==> src/rtl/fb_port_arbiter_pkg.sv <==
// Shared constants and types for the frame-buffer port arbiter: frame geometry,
// grant codes (also used as the read-return tag) and round-robin history values.
package fb_port_arbiter_pkg;

    localparam int FB_ADDR_W = 16;
    localparam int FB_PIX_W  = 3;
    localparam int FB_DEPTH  = 19200;

    localparam logic RR_LAST_RND = 1'b0;
    localparam logic RR_LAST_DMP = 1'b1;

    typedef enum logic [1:0] {
        GNT_NONE = 2'd0,
        GNT_DISP = 2'd1,
        GNT_RND  = 2'd2,
        GNT_DMP  = 2'd3
    } gnt_e;

    typedef struct packed {
        gnt_e kind;
        logic oob;
    } rd_tag_t;

endpackage

==> src/rtl/fb_port_arbiter_if.sv <==
// Bundle of requester handshakes, memory port and stall counter around the arbiter.
// slave is the arbiter's view; master is the requester/memory environment view.
interface fb_port_arbiter_if
    import fb_port_arbiter_pkg::*;
#(
    parameter int ADDR_W = FB_ADDR_W,
    parameter int PIX_W  = FB_PIX_W
);

    logic              disp_req;
    logic [ADDR_W-1:0] disp_addr;
    logic [PIX_W-1:0]  disp_data;
    logic              disp_valid;

    logic              rnd_req;
    logic [ADDR_W-1:0] rnd_addr;
    logic [PIX_W-1:0]  rnd_wdata;
    logic              rnd_ack;

    logic              dmp_req;
    logic [ADDR_W-1:0] dmp_addr;
    logic              dmp_gnt;
    logic [PIX_W-1:0]  dmp_data;
    logic              dmp_valid;

    logic              mem_en;
    logic              mem_we;
    logic [ADDR_W-1:0] mem_addr;
    logic [PIX_W-1:0]  mem_wdata;
    logic [PIX_W-1:0]  mem_rdata;

    logic [15:0]       stall_cnt;

    modport slave (
        input  disp_req, disp_addr,
        input  rnd_req, rnd_addr, rnd_wdata,
        input  dmp_req, dmp_addr,
        input  mem_rdata,
        output disp_data, disp_valid,
        output rnd_ack,
        output dmp_gnt, dmp_data, dmp_valid,
        output mem_en, mem_we, mem_addr, mem_wdata,
        output stall_cnt
    );

    modport master (
        output disp_req, disp_addr,
        output rnd_req, rnd_addr, rnd_wdata,
        output dmp_req, dmp_addr,
        output mem_rdata,
        input  disp_data, disp_valid,
        input  rnd_ack,
        input  dmp_gnt, dmp_data, dmp_valid,
        input  mem_en, mem_we, mem_addr, mem_wdata,
        input  stall_cnt
    );

endinterface

==> src/rtl/fb_port_arbiter_rr_arb2.sv <==
// Two-way round-robin between renderer (bit 0) and dump (bit 1) for slots the display leaves free.
// History only moves when one of the two is actually granted.
module rr_arb2
    import fb_port_arbiter_pkg::*;
(
    input  logic       clk,
    input  logic       clr,
    input  logic [1:0] req_i,
    input  logic       free_i,
    output logic [1:0] gnt_o
);

    logic rrLast_q, rrLast_d;

    always_comb begin
        gnt_o    = 2'b00;
        rrLast_d = rrLast_q;
        if (!clr && free_i) begin
            if (req_i == 2'b11) begin
                gnt_o = (rrLast_q == RR_LAST_DMP) ? 2'b01 : 2'b10;
            end else begin
                gnt_o = req_i;
            end
            if (gnt_o != 2'b00) begin
                rrLast_d = gnt_o[1] ? RR_LAST_DMP : RR_LAST_RND;
            end
        end
    end

    always_ff @(posedge clk) begin
        if (clr) begin
            rrLast_q <= RR_LAST_DMP;
        end else begin
            rrLast_q <= rrLast_d;
        end
    end

endmodule

==> src/rtl/fb_port_arbiter.sv <==
// Single-port frame memory arbiter: display reads always win, renderer writes and dump
// reads share the remaining cycles round-robin; reads return one cycle later via a tag register.
module fb_port_arbiter
    import fb_port_arbiter_pkg::*;
#(
    parameter int ADDR_W   = FB_ADDR_W,
    parameter int PIX_W    = FB_PIX_W,
    parameter int FB_DEPTH = fb_port_arbiter_pkg::FB_DEPTH
) (
    input logic              clk,
    input logic              clr,
    fb_port_arbiter_if.slave bus
);

    localparam logic [ADDR_W:0] DepthLim = (ADDR_W + 1)'(FB_DEPTH);

    logic [1:0]       rrGnt;
    gnt_e             grant;
    logic             dispOob, rndOob, dmpOob;
    rd_tag_t          tag_q, tag_d;
    logic [PIX_W-1:0] retData;
    logic [PIX_W-1:0] dispHold_q, dispHold_d, dmpHold_q, dmpHold_d;
    logic             dispValid, dmpValid;
    logic [15:0]      stall_q, stall_d;

    assign dispOob = {1'b0, bus.disp_addr} >= DepthLim;
    assign rndOob  = {1'b0, bus.rnd_addr}  >= DepthLim;
    assign dmpOob  = {1'b0, bus.dmp_addr}  >= DepthLim;

    rr_arb2 u_rr (
        .clk    (clk),
        .clr    (clr),
        .req_i  ({bus.dmp_req, bus.rnd_req}),
        .free_i (!bus.disp_req),
        .gnt_o  (rrGnt)
    );

    always_comb begin
        grant = GNT_NONE;
        if (!clr) begin
            if (bus.disp_req) begin
                grant = GNT_DISP;
            end else if (rrGnt[0]) begin
                grant = GNT_RND;
            end else if (rrGnt[1]) begin
                grant = GNT_DMP;
            end
        end
    end

    assign bus.rnd_ack = (grant == GNT_RND);
    assign bus.dmp_gnt = (grant == GNT_DMP);

    // Out-of-range reads are still granted and tagged, but never touch the RAM.
    always_comb begin
        bus.mem_en    = 1'b0;
        bus.mem_we    = 1'b0;
        bus.mem_addr  = '0;
        bus.mem_wdata = '0;
        tag_d         = '{kind: GNT_NONE, oob: 1'b0};
        case (grant)
            GNT_DISP: begin
                bus.mem_en   = !dispOob;
                bus.mem_addr = bus.disp_addr;
                tag_d        = '{kind: GNT_DISP, oob: dispOob};
            end
            GNT_RND: begin
                bus.mem_en    = 1'b1;
                bus.mem_we    = !rndOob;
                bus.mem_addr  = bus.rnd_addr;
                bus.mem_wdata = bus.rnd_wdata;
            end
            GNT_DMP: begin
                bus.mem_en   = !dmpOob;
                bus.mem_addr = bus.dmp_addr;
                tag_d        = '{kind: GNT_DMP, oob: dmpOob};
            end
            default: begin
            end
        endcase
    end

    assign retData   = tag_q.oob ? '0 : bus.mem_rdata;
    assign dispValid = !clr && (tag_q.kind == GNT_DISP);
    assign dmpValid  = !clr && (tag_q.kind == GNT_DMP);

    assign dispHold_d = dispValid ? retData : dispHold_q;
    assign dmpHold_d  = dmpValid  ? retData : dmpHold_q;

    assign bus.disp_valid = dispValid;
    assign bus.dmp_valid  = dmpValid;
    assign bus.disp_data  = clr ? '0 : dispHold_d;
    assign bus.dmp_data   = clr ? '0 : dmpHold_d;

    // A stall is a display grant while another requester is left waiting.
    always_comb begin
        stall_d = stall_q;
        if ((grant == GNT_DISP) && (bus.rnd_req || bus.dmp_req) && (stall_q != 16'hFFFF)) begin
            stall_d = stall_q + 16'd1;
        end
    end

    assign bus.stall_cnt = stall_q;

    always_ff @(posedge clk) begin
        if (clr) begin
            tag_q      <= '{kind: GNT_NONE, oob: 1'b0};
            dispHold_q <= '0;
            dmpHold_q  <= '0;
            stall_q    <= '0;
        end else begin
            tag_q      <= tag_d;
            dispHold_q <= dispHold_d;
            dmpHold_q  <= dmpHold_d;
            stall_q    <= stall_d;
        end
    end

endmodule

==> src/flat_wrapper.sv <==
// flat-port wrapper written by rule: the top's interface ports become plain ports
module fb_port_arbiter_flat import fb_port_arbiter_pkg::*;
#(
    parameter int ADDR_W   = FB_ADDR_W,
    parameter int PIX_W    = FB_PIX_W,
    parameter int FB_DEPTH = fb_port_arbiter_pkg::FB_DEPTH
)
  (clk, clr, bus_disp_req, bus_disp_addr, bus_rnd_req, bus_rnd_addr, bus_rnd_wdata, bus_dmp_req, bus_dmp_addr, bus_mem_rdata, bus_disp_data, bus_disp_valid, bus_rnd_ack, bus_dmp_gnt, bus_dmp_data, bus_dmp_valid, bus_mem_en, bus_mem_we, bus_mem_addr, bus_mem_wdata, bus_stall_cnt);
  fb_port_arbiter_if #(.ADDR_W(ADDR_W), .PIX_W(PIX_W)) bus_i ();
  input logic clk;
  input logic clr;
  input wire logic [$bits(bus_i.disp_req)-1:0] bus_disp_req;
  input wire logic [$bits(bus_i.disp_addr)-1:0] bus_disp_addr;
  input wire logic [$bits(bus_i.rnd_req)-1:0] bus_rnd_req;
  input wire logic [$bits(bus_i.rnd_addr)-1:0] bus_rnd_addr;
  input wire logic [$bits(bus_i.rnd_wdata)-1:0] bus_rnd_wdata;
  input wire logic [$bits(bus_i.dmp_req)-1:0] bus_dmp_req;
  input wire logic [$bits(bus_i.dmp_addr)-1:0] bus_dmp_addr;
  input wire logic [$bits(bus_i.mem_rdata)-1:0] bus_mem_rdata;
  output wire logic [$bits(bus_i.disp_data)-1:0] bus_disp_data;
  output wire logic [$bits(bus_i.disp_valid)-1:0] bus_disp_valid;
  output wire logic [$bits(bus_i.rnd_ack)-1:0] bus_rnd_ack;
  output wire logic [$bits(bus_i.dmp_gnt)-1:0] bus_dmp_gnt;
  output wire logic [$bits(bus_i.dmp_data)-1:0] bus_dmp_data;
  output wire logic [$bits(bus_i.dmp_valid)-1:0] bus_dmp_valid;
  output wire logic [$bits(bus_i.mem_en)-1:0] bus_mem_en;
  output wire logic [$bits(bus_i.mem_we)-1:0] bus_mem_we;
  output wire logic [$bits(bus_i.mem_addr)-1:0] bus_mem_addr;
  output wire logic [$bits(bus_i.mem_wdata)-1:0] bus_mem_wdata;
  output wire logic [$bits(bus_i.stall_cnt)-1:0] bus_stall_cnt;
  assign bus_i.disp_req = bus_disp_req;
  assign bus_i.disp_addr = bus_disp_addr;
  assign bus_i.rnd_req = bus_rnd_req;
  assign bus_i.rnd_addr = bus_rnd_addr;
  assign bus_i.rnd_wdata = bus_rnd_wdata;
  assign bus_i.dmp_req = bus_dmp_req;
  assign bus_i.dmp_addr = bus_dmp_addr;
  assign bus_i.mem_rdata = bus_mem_rdata;
  assign bus_disp_data = bus_i.disp_data;
  assign bus_disp_valid = bus_i.disp_valid;
  assign bus_rnd_ack = bus_i.rnd_ack;
  assign bus_dmp_gnt = bus_i.dmp_gnt;
  assign bus_dmp_data = bus_i.dmp_data;
  assign bus_dmp_valid = bus_i.dmp_valid;
  assign bus_mem_en = bus_i.mem_en;
  assign bus_mem_we = bus_i.mem_we;
  assign bus_mem_addr = bus_i.mem_addr;
  assign bus_mem_wdata = bus_i.mem_wdata;
  assign bus_stall_cnt = bus_i.stall_cnt;
  fb_port_arbiter #(.ADDR_W(ADDR_W), .PIX_W(PIX_W), .FB_DEPTH(FB_DEPTH)) u_core (.clk(clk), .clr(clr), .bus(bus_i));
endmodule
==> config.mk <==
export PLATFORM = sky130hd
export DESIGN_NAME = fb_port_arbiter_flat
export DESIGN_NICKNAME = d
export VERILOG_FILES = /design/src/rtl/fb_port_arbiter_pkg.sv /design/src/rtl/fb_port_arbiter_if.sv /design/src/rtl/fb_port_arbiter_rr_arb2.sv /design/src/rtl/fb_port_arbiter.sv /design/src/flat_wrapper.sv
export SDC_FILE = /design/constraint.sdc
export NUM_CORES = 1
export LEC_CHECK = 0
export CAP_MARGIN = 30
export CORE_UTILIZATION = 35
export CTS_CLUSTER_DIAMETER = 40
export DETAILED_ROUTE_END_ITERATION = 7
export PLACE_DENSITY = 0.86
export SLEW_MARGIN = 20
export SYNTH_ARGS = -nofsm -noshare
export SYNTH_HDL_FRONTEND = slang
export SYNTH_SLANG_ARGS = --single-unit
==> constraint.sdc <==
create_clock -name clk -period 8.3 [get_ports clk]
set_clock_uncertainty 0.2 [all_clocks]
set_input_delay 2.49 -clock clk [delete_from_list [all_inputs] [get_ports clk]]
set_output_delay 2.49 -clock clk [all_outputs]
set_load 0.01 [all_outputs]
==> metrics.md, run 1 <==
| Metric | Value |
|---|---|
| Initial core utilization | `between 30% and 40%` |
| Post-synth top flop | `dfxtp_1` |
| M1 wire length | `2330 um` |
| IO Pins | `106` |
| Post-synth EDFFs | `0` |
| Crit-path slowest cell | `clkdlybuf4s50_1` |
| CTS root buffer | `clkbuf_8` |
| Met2 wire length | `~2600 um` |
| First-pass GRT wire length | `8460 um` |
| Fin crit period | `7610 ps` |
| Pre-CTS WS | `702 ps` |
| Most frequent cells in the layout | `105 x clkdlybuf4s50_1, 26 x dfxtp_1, 23 x inv_1, 16 x a222oi_1, 14 x a21oi_1` |
| Complex-gate fraction of the synthesized area | `approximately a third` |
| Largest family of logic cells by synthesized area | `compound AO/OA/AOI/OAI gates` |
| Crit-path most repeated cell | `clkdlybuf4s50_1` |
| Fmax | `between 100 and 150 MHz` |
| Min-Delay Path Class | `register to register` |
| DR vias/cell | `~5.6` |
| Period utilisation layout | `91.7%` |
| Worst relative slew slack | `between 40 and 50%` |
| Critical path class | `input port to primary output` |
| Synth cell types | `41` |
| Post-Route WL | `5280 um` |
| CP startpoint | `bus_rnd_req` |
| Post-route cell area | `between 2000 and 3000 um^2` |
| Routed length per instance | `15.6 um` |
| Worst EP arrival | `4920 ps` |
| Synth-to-layout area growth | `72.4%` |
| Fin. Hold Viols | `0` |
| CTS sink count | `26` |
| CTS tree | `done` |
| Final Util | `62.5%` |
| Crit path max-delay family | `buffers and inverters` |
| Syn nets | `247` |
| Via Count | `1,889` |
| Worst-path clk slew | `~90 ps` |
| Worst path max stage delay | `590 ps` |
| Hold Buf Count CTS | `0` |
| Final setup TNS | `0 ps` |
| Post-Syn Area per Cell | `8.44 um^2` |
| Initial DRC count | `146` |
| N_diodes | `0` |
| Simple-gate share of the synthesized area | `a little over a fifth` |
| Register area | `520 um^2` |
| Leakage Power | `1.03 nW` |
| Multiplexer area fraction after synthesis | `2.54%` |
| Pins over their slew limit | `0` |
| Least-Margin Pin Slew | `759 ps` |
| CTS Buf Count | `3` |
| Fill count | `382` |
| Max Root-Sink Buffers | `2` |
| Setup Viol. Count Final | `0` |
| Max-cap viol count | `0` |
| Synth Register Bits | `26` |
| Status | `completed` |
| Vias in the first global route | `around 1,700` |
| Grt ovf | `0` |
| Async set-reset flop share out of synthesis | `0%` |
| Cell Area, Placed | `2640 um^2` |
| Worst hold slack | `279 ps` |
| Crit-path cells | `clkdlybuf4s50_1 -> nand2_1 -> nand3_1 -> clkinv_1 -> a222oi_1 -> inv_1 -> clkdlybuf4s50_1` |
| Crit Reg-Reg Startpoint | `u_core.bus.stall_cnt[0]$_SDFFE_PP0P_` |
| Core area | `between 4000 and 5000 um^2` |
| # nets final | `348` |
| Die Ht | `69.1 um` |
| Crit. End Element | `primary output` |
| Largest net degree at the start of global routing | `24` |
| Post-CTS Resized | `0` |
| Post-Syn Instances | `187` |
| Startpoint types | `input port` |
| Gr usage total | `roughly 22%` |
| Latest clock arrival within the worst-skew pair | `270 ps` |
| Port-buffer cells | `105` |
| Die area | `4780 um^2` |
| Yosys warns | `0` |
| Initial antenna violation count | `0` |
| Worst path buffer plus inverter count | `4` |
| R2R Setup Slk | `6300 ps` |
| Footprint of the multi-input gates | `902 um^2` |
| Layout cells sized above 1 | `4.53%` |
| DR WL met3 | `290 um` |
| Post-CTS Setup Bufs | `0` |
| Drt drc | `0` |
| Cell Pwr Density | `114 nW/um^2` |
| Register area share after synthesis | `around a third` |
| Die width | `69.1 um` |
| Worst Path Max Fanout | `18` |
| Cell Rows | `24` |
| Final HPWL DP | `~4100 um` |
| Top layer in use | `met4` |
| TritonRoute pass-1 iters | `7` |
| CTS H-tree depth | `1` |
| RD Place Congestion | `0.814` |
| Setup WS post-layout | `689 ps` |
| Hold Path Origin | `u_core.dispHold_q[1]$_DFF_P_` |
| Most common cell after layout, fill and taps aside | `clkdlybuf4s50_1` |
| Synth Area in XOR/XNOR | `0%` |
| VDD IR max | `~0.097 mV` |
| Netlist Area Pre-Place | `1580 um^2` |
| Final ANT Viol Nets | `0` |
| RSZ-0062 raised after global routing | `false` |
| Fraction of the mapped netlist area in adder cells | `less than 1%` |
| Worst path required time | `5610 ps` |
-- kinds of logic (layout without fill, tap and decap cells) --
family,after synthesis,in the layout
simple gates,56,56
mux,4,4
flops,26,26
buf+inv,36,136
fa+ha+maj,1,1
compound gates,64,64
-- worst min-delay path, cell delays in order, from the launching register on --
cell and delay [ps]:
dfxtp_1 310, nand2_1 50, mux2i_1 70
-- worst paths after layout --
path | end | cells past startpoint
worst min register to register | u_core.dispHold_q[1]$_DFF_P_ | 2
worst min-delay path | u_core.dispHold_q[1]$_DFF_P_ | 2
worst max register to register | u_core.bus.stall_cnt[7]$_SDFFE_PP0P_ | 6
worst max-delay path | bus_mem_addr[9] | 7
-- stage by stage --
stage / power, mW / std cells
floorplan: 0.158 / 187
global placement: 0.207 / 334
detailed placement: 0.208 / 334
CTS: 0.312 / 338
global route: 0.323 / 339
finish: 0.310 / 339
-- cell usage after synthesis (2+ instances only) --
| library cell | instances | area, um^2 |
|---|---|---|
| inv_1 | 23 | 86.3 |
| o311ai_0 | 5 | 43.8 |
| buf_6 | 2 | 22.5 |
| a211o_1 | 2 | 17.5 |
| a222oi_1 | 16 | 160 |
| o31ai_1 | 6 | 45.0 |
| clkbuf_1 | 6 | 22.5 |
| nand3_1 | 10 | 50.1 |
| dfxtp_1 | 26 | 521 |
| nor2_1 | 2 | 7.51 |
| buf_2 | 4 | 20.0 |
| o41ai_1 | 4 | 35.0 |
| and3_1 | 2 | 12.5 |
| a21o_1 | 2 | 15.0 |
| nand4_1 | 5 | 31.3 |
| a21oi_1 | 14 | 70.1 |
| o21ai_0 | 8 | 40.0 |
| and2_1 | 4 | 25.0 |
| nand2b_1 | 4 | 25.0 |
| nand2_1 | 9 | 33.8 |
| nor3b_1 | 2 | 15.0 |
| or3_1 | 3 | 18.8 |
| mux2i_1 | 4 | 40.0 |
| or4_1 | 7 | 52.6 |
-- report_power, final --
part	switching (mW)	internal, mW	leakage, nW
Sequential	0.00133	0.127	0.211
Clock	0.0403	0.0646	0.0357
Combinational	0.0293	0.0477	0.779
-- sequential cells by signal, summed over array words and instances, names as in the netlist --
signal,count
u_core.u_rr.rrLast_q,1
u_core.tag_q,3
u_core.dispHold_q,3
u_core.dmpHold_q,3
u_core.bus.stall_cnt,16
-- metal layers --
layer  vias up  global-route usage [%]
met3        11                    3.36
met2        73                    35.6
met4         0                    7.03
met5         -                       0
met1       867                    28.6
li1        938                       -
-- final cells by class --
| type | instances | share of cell area (%) |
|---|---|---|
| clock buffer | 3 | 1.52 |
| tap | 52 | 2.39 |
| multi-input combinational | 125 | 33.2 |
| inverter | 24 | 3.31 |
| timing repair buffer | 108 | 39.4 |
| sequential | 26 | 19.1 |
| clock inverter | 1 | 1.10 |
Power figures use the tool's default switching activity.
==> run 2, diff against run 1 <==
- CELL_PAD_IN_SITES_DETAIL_PLACEMENT: unset -> 1
- CELL_PAD_IN_SITES_GLOBAL_PLACEMENT: unset -> 1
- DONT_BUFFER_PORTS: unset -> 1
- PLACE_DENSITY: 0.86 -> 0.73
==> run 2 against run 1 <==
Effect of this change:
- register-to-register slack got worse by 280 ps
- design area decreased by 39%
- clock-buffer cell count did not move
- first-iteration DRC count up 65%
- clock power about the same
- fmax grew 17%
==> metrics.md, run 2 (same netlist as run 1, synthesis figures left out) <==
| Metric | Value |
|---|---|
| CTS tree | `done` |
| Crit-path slowest cell | `a222oi_1` |
| Period utilisation layout | `78.7% (-13 points)` |
| Worst Path Max Fanout | `18 (unchanged)` |
| Max-cap viol count | `0 (unchanged)` |
| Core area | `4350 um^2 (unchanged)` |
| CP endpoint | `bus_mem_addr[7]` |
| Initial antenna violation count | `0 (unchanged)` |
| Routed length per instance | `22.0 um (+41%)` |
| Post-CTS Setup Bufs | `0 (unchanged)` |
| Worst relative slew slack | `40.5% (-8.9 points)` |
| Drt drc | `0 (unchanged)` |
| IO Pins | `106 (unchanged)` |
| Hold Buf Count CTS | `0 (unchanged)` |
| RD Place Congestion | `1.01 (+24%)` |
| Number of flip-flops in the largest register | `16 (unchanged)` |
| Worst hold slack | `350 ps (+70.9 ps)` |
| N_diodes | `0 (unchanged)` |
| Final HPWL DP | `3960 um (-3.5%)` |
| Worst path buffer plus inverter count | `2 (-2)` |
| Die area | `4780 um^2 (unchanged)` |
| Startpoint types | `input port` |
| TritonRoute pass-1 iters | `7 (unchanged)` |
| Via Count | `1,617 (-14%)` |
| VDD IR max | `0.120 mV (+23%)` |
| Vias in the first global route | `1,667 (-3.8%)` |
| Least-Margin Pin Slew | `890 ps (+131 ps)` |
| Status | `completed` |
| Min-Delay Path Class | `register to register` |
| Worst path max stage delay | `520 ps (-70 ps)` |
| Worst path required time | `5610 ps (about the same)` |
| Setup Viol. Count Final | `0 (unchanged)` |
| DR vias/cell | `6.94 (+25%)` |
| Crit-path cells | `nand2_1 -> nand3_1 -> clkinv_1 -> a222oi_1 -> inv_1` |
| Fmax | `153 MHz (+17%)` |
| Reg-to-reg endpoint | `u_core.bus.stall_cnt[15]$_SDFFE_PP0P_` |
| Latest clock arrival within the worst-skew pair | `270 ps (about the same)` |
| Pre-CTS WS | `1770 ps (+1070 ps)` |
| Cell Rows | `24 (unchanged)` |
| CTS Buf Count | `3 (unchanged)` |
| Post-CTS Resized | `0 (unchanged)` |
| Setup WS post-layout | `1770 ps (+1080 ps)` |
| Fin crit period | `6530 ps (-1080 ps)` |
| Grt ovf | `0 (unchanged)` |
| Final setup TNS | `0 ps (unchanged)` |
| Pins over their slew limit | `0 (unchanged)` |
| Cell Pwr Density | `158 nW/um^2 (+38%)` |
| CTS H-tree depth | `1 (unchanged)` |
| First-pass GRT wire length | `8250 um (-2.4%)` |
| Crit path depth | `5 (-2)` |
| Worst EP arrival | `3840 ps (-1080 ps)` |
| Post-Route WL | `5120 um (-3.0%)` |
| Synth-to-layout area growth | `5.31%` |
| Worst-path clk slew | `90 ps (about the same)` |
| Die Ht | `69.1 um (unchanged)` |
| Critical path class | `input port to primary output` |
| Max Root-Sink Buffers | `2 (unchanged)` |
| Cell count after placement | `228 (-32%)` |
| R2R Setup Slk | `6020 ps (-280 ps)` |
| Crit. End Element | `primary output` |
| Die width | `69.1 um (unchanged)` |
| Largest net degree at the start of global routing | `24 (unchanged)` |
| Fin. Hold Viols | `0 (unchanged)` |
| Initial DRC count | `241 (+65%)` |
| CTS root buffer | `clkbuf_8` |
| Crit Reg-Reg Startpoint | `u_core.bus.stall_cnt[2]$_SDFFE_PP0P_` |
| CTS sink count | `26 (unchanged)` |
| Crit path max-delay family | `buffers and inverters` |
| CP startpoint | `bus_rnd_req` |
| Register-to-Register Path Depth | `4 (-2)` |
| Most frequent cells in the layout | `26 x dfxtp_1, 23 x inv_1, 16 x a222oi_1, 14 x a21oi_1, 10 x nand3_1` |
| Non-Filler Instances | `233 (-31%)` |
| Most common cell after layout, fill and taps aside | `dfxtp_1` |
| Final ANT Viol Nets | `0 (unchanged)` |
| Layout cells sized above 1 | `6.63% (+2.1 points)` |
| # nets final | `242 (-30%)` |
| RSZ-0062 raised after global routing | `false` |
| Initial core utilization | `36.2% (unchanged)` |
| Fill count | `506 (+32%)` |
| Port-buffer cells | `0 (-100%)` |
| Gr usage total | `20.9% (-0.70 points)` |
| Leakage Power | `0.630 nW (-39%)` |
[run 2: cell types whose count changed in the layout (fill, tap and decap cells not counted)]
cell             delta
clkdlybuf4s50_1   -105
buf_4               -1
[run 2: layer usage]
layer	vias to the layer above	global-route usage (%)	routed length, um
li1	730	-	-
met1	807	23.7	2010
met2	74	36.8	2680
met3	6	7.46	386
met4	0	5.44	51
met5	-	0	0
[run 2: per-stage QoR]
step | power [mW] | cell area [um^2] | util [%]
detailed placement | 0.160 | 1590 | 36.4
global route | 0.273 | 1660 | 38.2
finish | 0.262 | 1660 | 38.2
global placement | 0.158 | 1590 | 36.4
floorplan | 0.158 | 1580 | -
CTS | 0.265 | 1660 | 38.0
[run 2: area by class of cell]
cell class / instances / area, um^2 / share of cell area, %
clock buffer: 3 / 41.3 / 2.48
clock inverter: 1 / 30.0 / 1.81
inverter: 24 / 90.1 / 5.42
multi-input combinational: 125 / 902 / 54.3
sequential: 26 / 520 / 31.3
tap: 52 / 65.1 / 3.92
timing repair buffer: 2 / 12.5 / 0.753
[run 2: worst min path at each step]
stage          slack (ps)  cells past startpoint                               from                           endpoint
5_1_grt               380                      2       u_core.dispHold_q[2]$_DFF_P_       u_core.dispHold_q[2]$_DFF_P_
6_report              350                      2  u_core.u_rr.rrLast_q$_SDFFE_PP1P_  u_core.u_rr.rrLast_q$_SDFFE_PP1P_
3_3_place_gp          310                      2  u_core.u_rr.rrLast_q$_SDFFE_PP1P_  u_core.u_rr.rrLast_q$_SDFFE_PP1P_
3_5_place_dp          340                      2  u_core.u_rr.rrLast_q$_SDFFE_PP1P_  u_core.u_rr.rrLast_q$_SDFFE_PP1P_
2_1_floorplan         290                      2  u_core.u_rr.rrLast_q$_SDFFE_PP1P_  u_core.u_rr.rrLast_q$_SDFFE_PP1P_
4_1_cts               350                      2  u_core.u_rr.rrLast_q$_SDFFE_PP1P_  u_core.u_rr.rrLast_q$_SDFFE_PP1P_
[run 2: report_power, final]
group	internal [mW]	switching, mW	total (mW)
clock	0.0646	0.0405	0.105
sequential	0.127	0.00159	0.129
combinational	0.00984	0.0183	0.0282
[run 2: worst reg2reg max path, stage by stage, from the launching register on]
cell and delay (ps):
dfxtp_1 550, and4_4 340, o2111ai_1 350, o311ai_0 550
o41ai_1 150
==> run 3, diff against run 2 <==
- PLACE_DENSITY: 0.73 -> 0.76
- clock period: 8.3 -> 5.3 ns (I/O delays scaled with it)
==> run 3 against run 2 <==
Effect of this change:
- core utilization rose by 0.57 points
- clock power up 59%
- global-route usage is 1.5 points lower
- hold slack improved by 0.97 ps
- critical path type unchanged
- largest cell class unchanged
==> metrics.md, run 3 (same netlist as run 1, synthesis figures left out) <==
| Metric | Value |
|---|---|
| Final ANT Viol Nets | `0 (unchanged)` |
| RSZ-0062 raised after global routing | `false` |
| Worst Path Max Fanout | `18 (unchanged)` |
| Final setup TNS | `0 ps (unchanged)` |
| Drt drc | `0 (unchanged)` |
| # nets final | `245 (+1.2%)` |
| Fin. Hold Viols | `0 (unchanged)` |
| Crit. End Element | `primary output` |
| Number of flip-flops in the largest register | `16 (unchanged)` |
| N_diodes | `0 (unchanged)` |
| Grt ovf | `0 (unchanged)` |
| Via Count | `1,560 (-3.5%)` |
| Pins over their slew limit | `0 (unchanged)` |
| CTS root buffer | `clkbuf_8` |
| Max Root-Sink Buffers | `2 (unchanged)` |
| First-pass GRT wire length | `7630 um (-7.5%)` |
| Internal power | `0.317 mW (+57%)` |
| CTS tree | `done` |
| Most common cell after layout, fill and taps aside | `dfxtp_1` |
| Gr usage total | `19.3% (-1.5 points)` |
| Setup Viol. Count Final | `0 (unchanged)` |
| Latest clock arrival within the worst-skew pair | `270 ps (about the same)` |
| Die Ht | `69.1 um (unchanged)` |
| Die width | `69.1 um (unchanged)` |
| DR WL met3 | `290 um (-25%)` |
| CTS Buf Count | `3 (unchanged)` |
| Post-CTS Resized | `0 (unchanged)` |
| Most frequent cells in the layout | `26 x dfxtp_1, 23 x inv_1, 16 x a222oi_1, 14 x a21oi_1, 10 x nand3_1` |
| Initial DRC count | `159 (-34%)` |
| Initial antenna violation count | `0 (unchanged)` |
| Sw Pwr | `0.0969 mW (+60%)` |
| Initial core utilization | `36.2% (unchanged)` |
| RD Place Congestion | `0.753 (-25%)` |
| Fin crit period | `about 4700 ps` |
| Max-cap viol count | `0 (unchanged)` |
| Net Sw Frac | `23.4% (+0.35 points)` |
| Port-buffer cells | `0 (unchanged)` |
| Fmax | `213 MHz` |
| Post-Route WL | `4600 um (-10%)` |
| CTS sink count | `26 (unchanged)` |
| Hold Buf Count CTS | `0 (unchanged)` |
| IO Pins | `106 (unchanged)` |
| Largest net degree at the start of global routing | `21 (-13%)` |
| Met2 wire length | `2380 um (-11%)` |
| M1 wire length | `1880 um (-6.3%)` |
| Worst-path clk slew | `100 ps (about the same)` |
| Period utilisation layout | `88.7%` |
| Worst EP arrival | `2910 ps (-930 ps)` |
| Clock power frac | `40.4% (+0.3 points)` |
| Final HPWL DP | `3450 um (-13%)` |
| TritonRoute pass-1 iters | `4 (-3)` |
| Core area | `4350 um^2 (unchanged)` |
| Final Util | `38.7% (+0.57 points)` |
| Cell Pwr Density | `245 nW/um^2 (+56%)` |
| Min-Delay Path Class | `register to register` |
| Post-CTS Setup Bufs | `0 (unchanged)` |
| Synth-to-layout area growth | `6.90%` |
| Startpoint types | `input port` |
| Leakage Power | `0.645 nW (+2.3%)` |
| Gate power share | `10.7% (about the same)` |
| Vias in the first global route | `1,607 (-3.6%)` |
| Least-Margin Pin Slew | `644 ps (-246 ps)` |
| DR vias/cell | `6.61 (-4.8%)` |
| Critical path class | `input port to primary output` |
| Worst path required time | `3510 ps (-2100 ps)` |
| Layout cells sized above 1 | `8.15% (+1.5 points)` |
| Top layer in use | `met4` |
| Status | `completed` |
| CTS H-tree depth | `1 (unchanged)` |
| Worst relative slew slack | `57.0% (+16 points)` |
| Flop pwr share | `48.9% (-0.3 points)` |
| Routed length per instance | `19.5 um (-11%)` |
| Cell Rows | `24 (unchanged)` |
| VDD IR max | `0.0946 mV (-21%)` |
| Die area | `4780 um^2 (unchanged)` |
## run 3: changes by cell type in the layout (fill, tap and decap cells not counted)
cell / change
buf_2: -1
buf_4: +3
clkbuf_4: +1
## run 3: path summary, 6_finish.rpt
path / cells past startpoint / to / slack (ps) / from
setup reg to reg: 6 / u_core.bus.stall_cnt[9]$_SDFFE_PP0P_ / 3080 / u_core.bus.stall_cnt[0]$_SDFFE_PP0P_
hold / removal: 2 / u_core.u_rr.rrLast_q$_SDFFE_PP1P_ / 350 / u_core.u_rr.rrLast_q$_SDFFE_PP1P_
hold reg to reg: 2 / u_core.u_rr.rrLast_q$_SDFFE_PP1P_ / 350 / u_core.u_rr.rrLast_q$_SDFFE_PP1P_
setup / recovery: 5 / bus_mem_addr[10] / 600 / bus_rnd_req
## run 3: metrics by stage
| step | std cells | setup slack [ps] | hold slack (ps) | cell area [um^2] | total power [mW] |
|---|---|---|---|---|---|
| final | 236 | 600 | 351 | 1690 | 0.414 |
| after global routing | 236 | 456 | 391 | 1690 | 0.433 |
| after CTS | 235 | 590 | 352 | 1680 | 0.420 |
| after detailed placement | 231 | 591 | 339 | 1610 | 0.252 |
| after global placement | 231 | 645 | 335 | 1610 | 0.250 |
| after floorplan | 187 | 738 | 291 | 1580 | 0.247 |
## run 3: final cells by class
class | instances | area [um^2]
clock inverters | 1 | 30.0
well taps | 52 | 65.1
repair buffers | 5 | 37.5
fillers | 521 | 2670
inverters | 24 | 90.1
multi-input cells | 125 | 902
flip-flops and latches | 26 | 520
clock buffers | 3 | 41.3
## run 3: routing by layer
layer | global-route usage, % | vias to the layer above
li1 | - | 732
met1 | 22.6 | 748
met2 | 34.5 | 74
met3 | 4.68 | 6
met4 | 5.90 | 0
met5 | 0 | -
## run 3: worst max-delay path, stage by stage
cell	delay, ps
nand2_1	40
nand3_1	160
clkinv_1	460
a222oi_1	520
inv_1	140
## run 3: power by group through the flow
stage               registers (mW)  logic (mW)  clock network (mW)
detailed placement           0.207      0.0447                   0
global placement             0.207      0.0437                   0
global route                 0.203      0.0491               0.181
finish                       0.202      0.0444               0.167
floorplan                    0.206      0.0409                   0
CTS                          0.202      0.0449               0.173
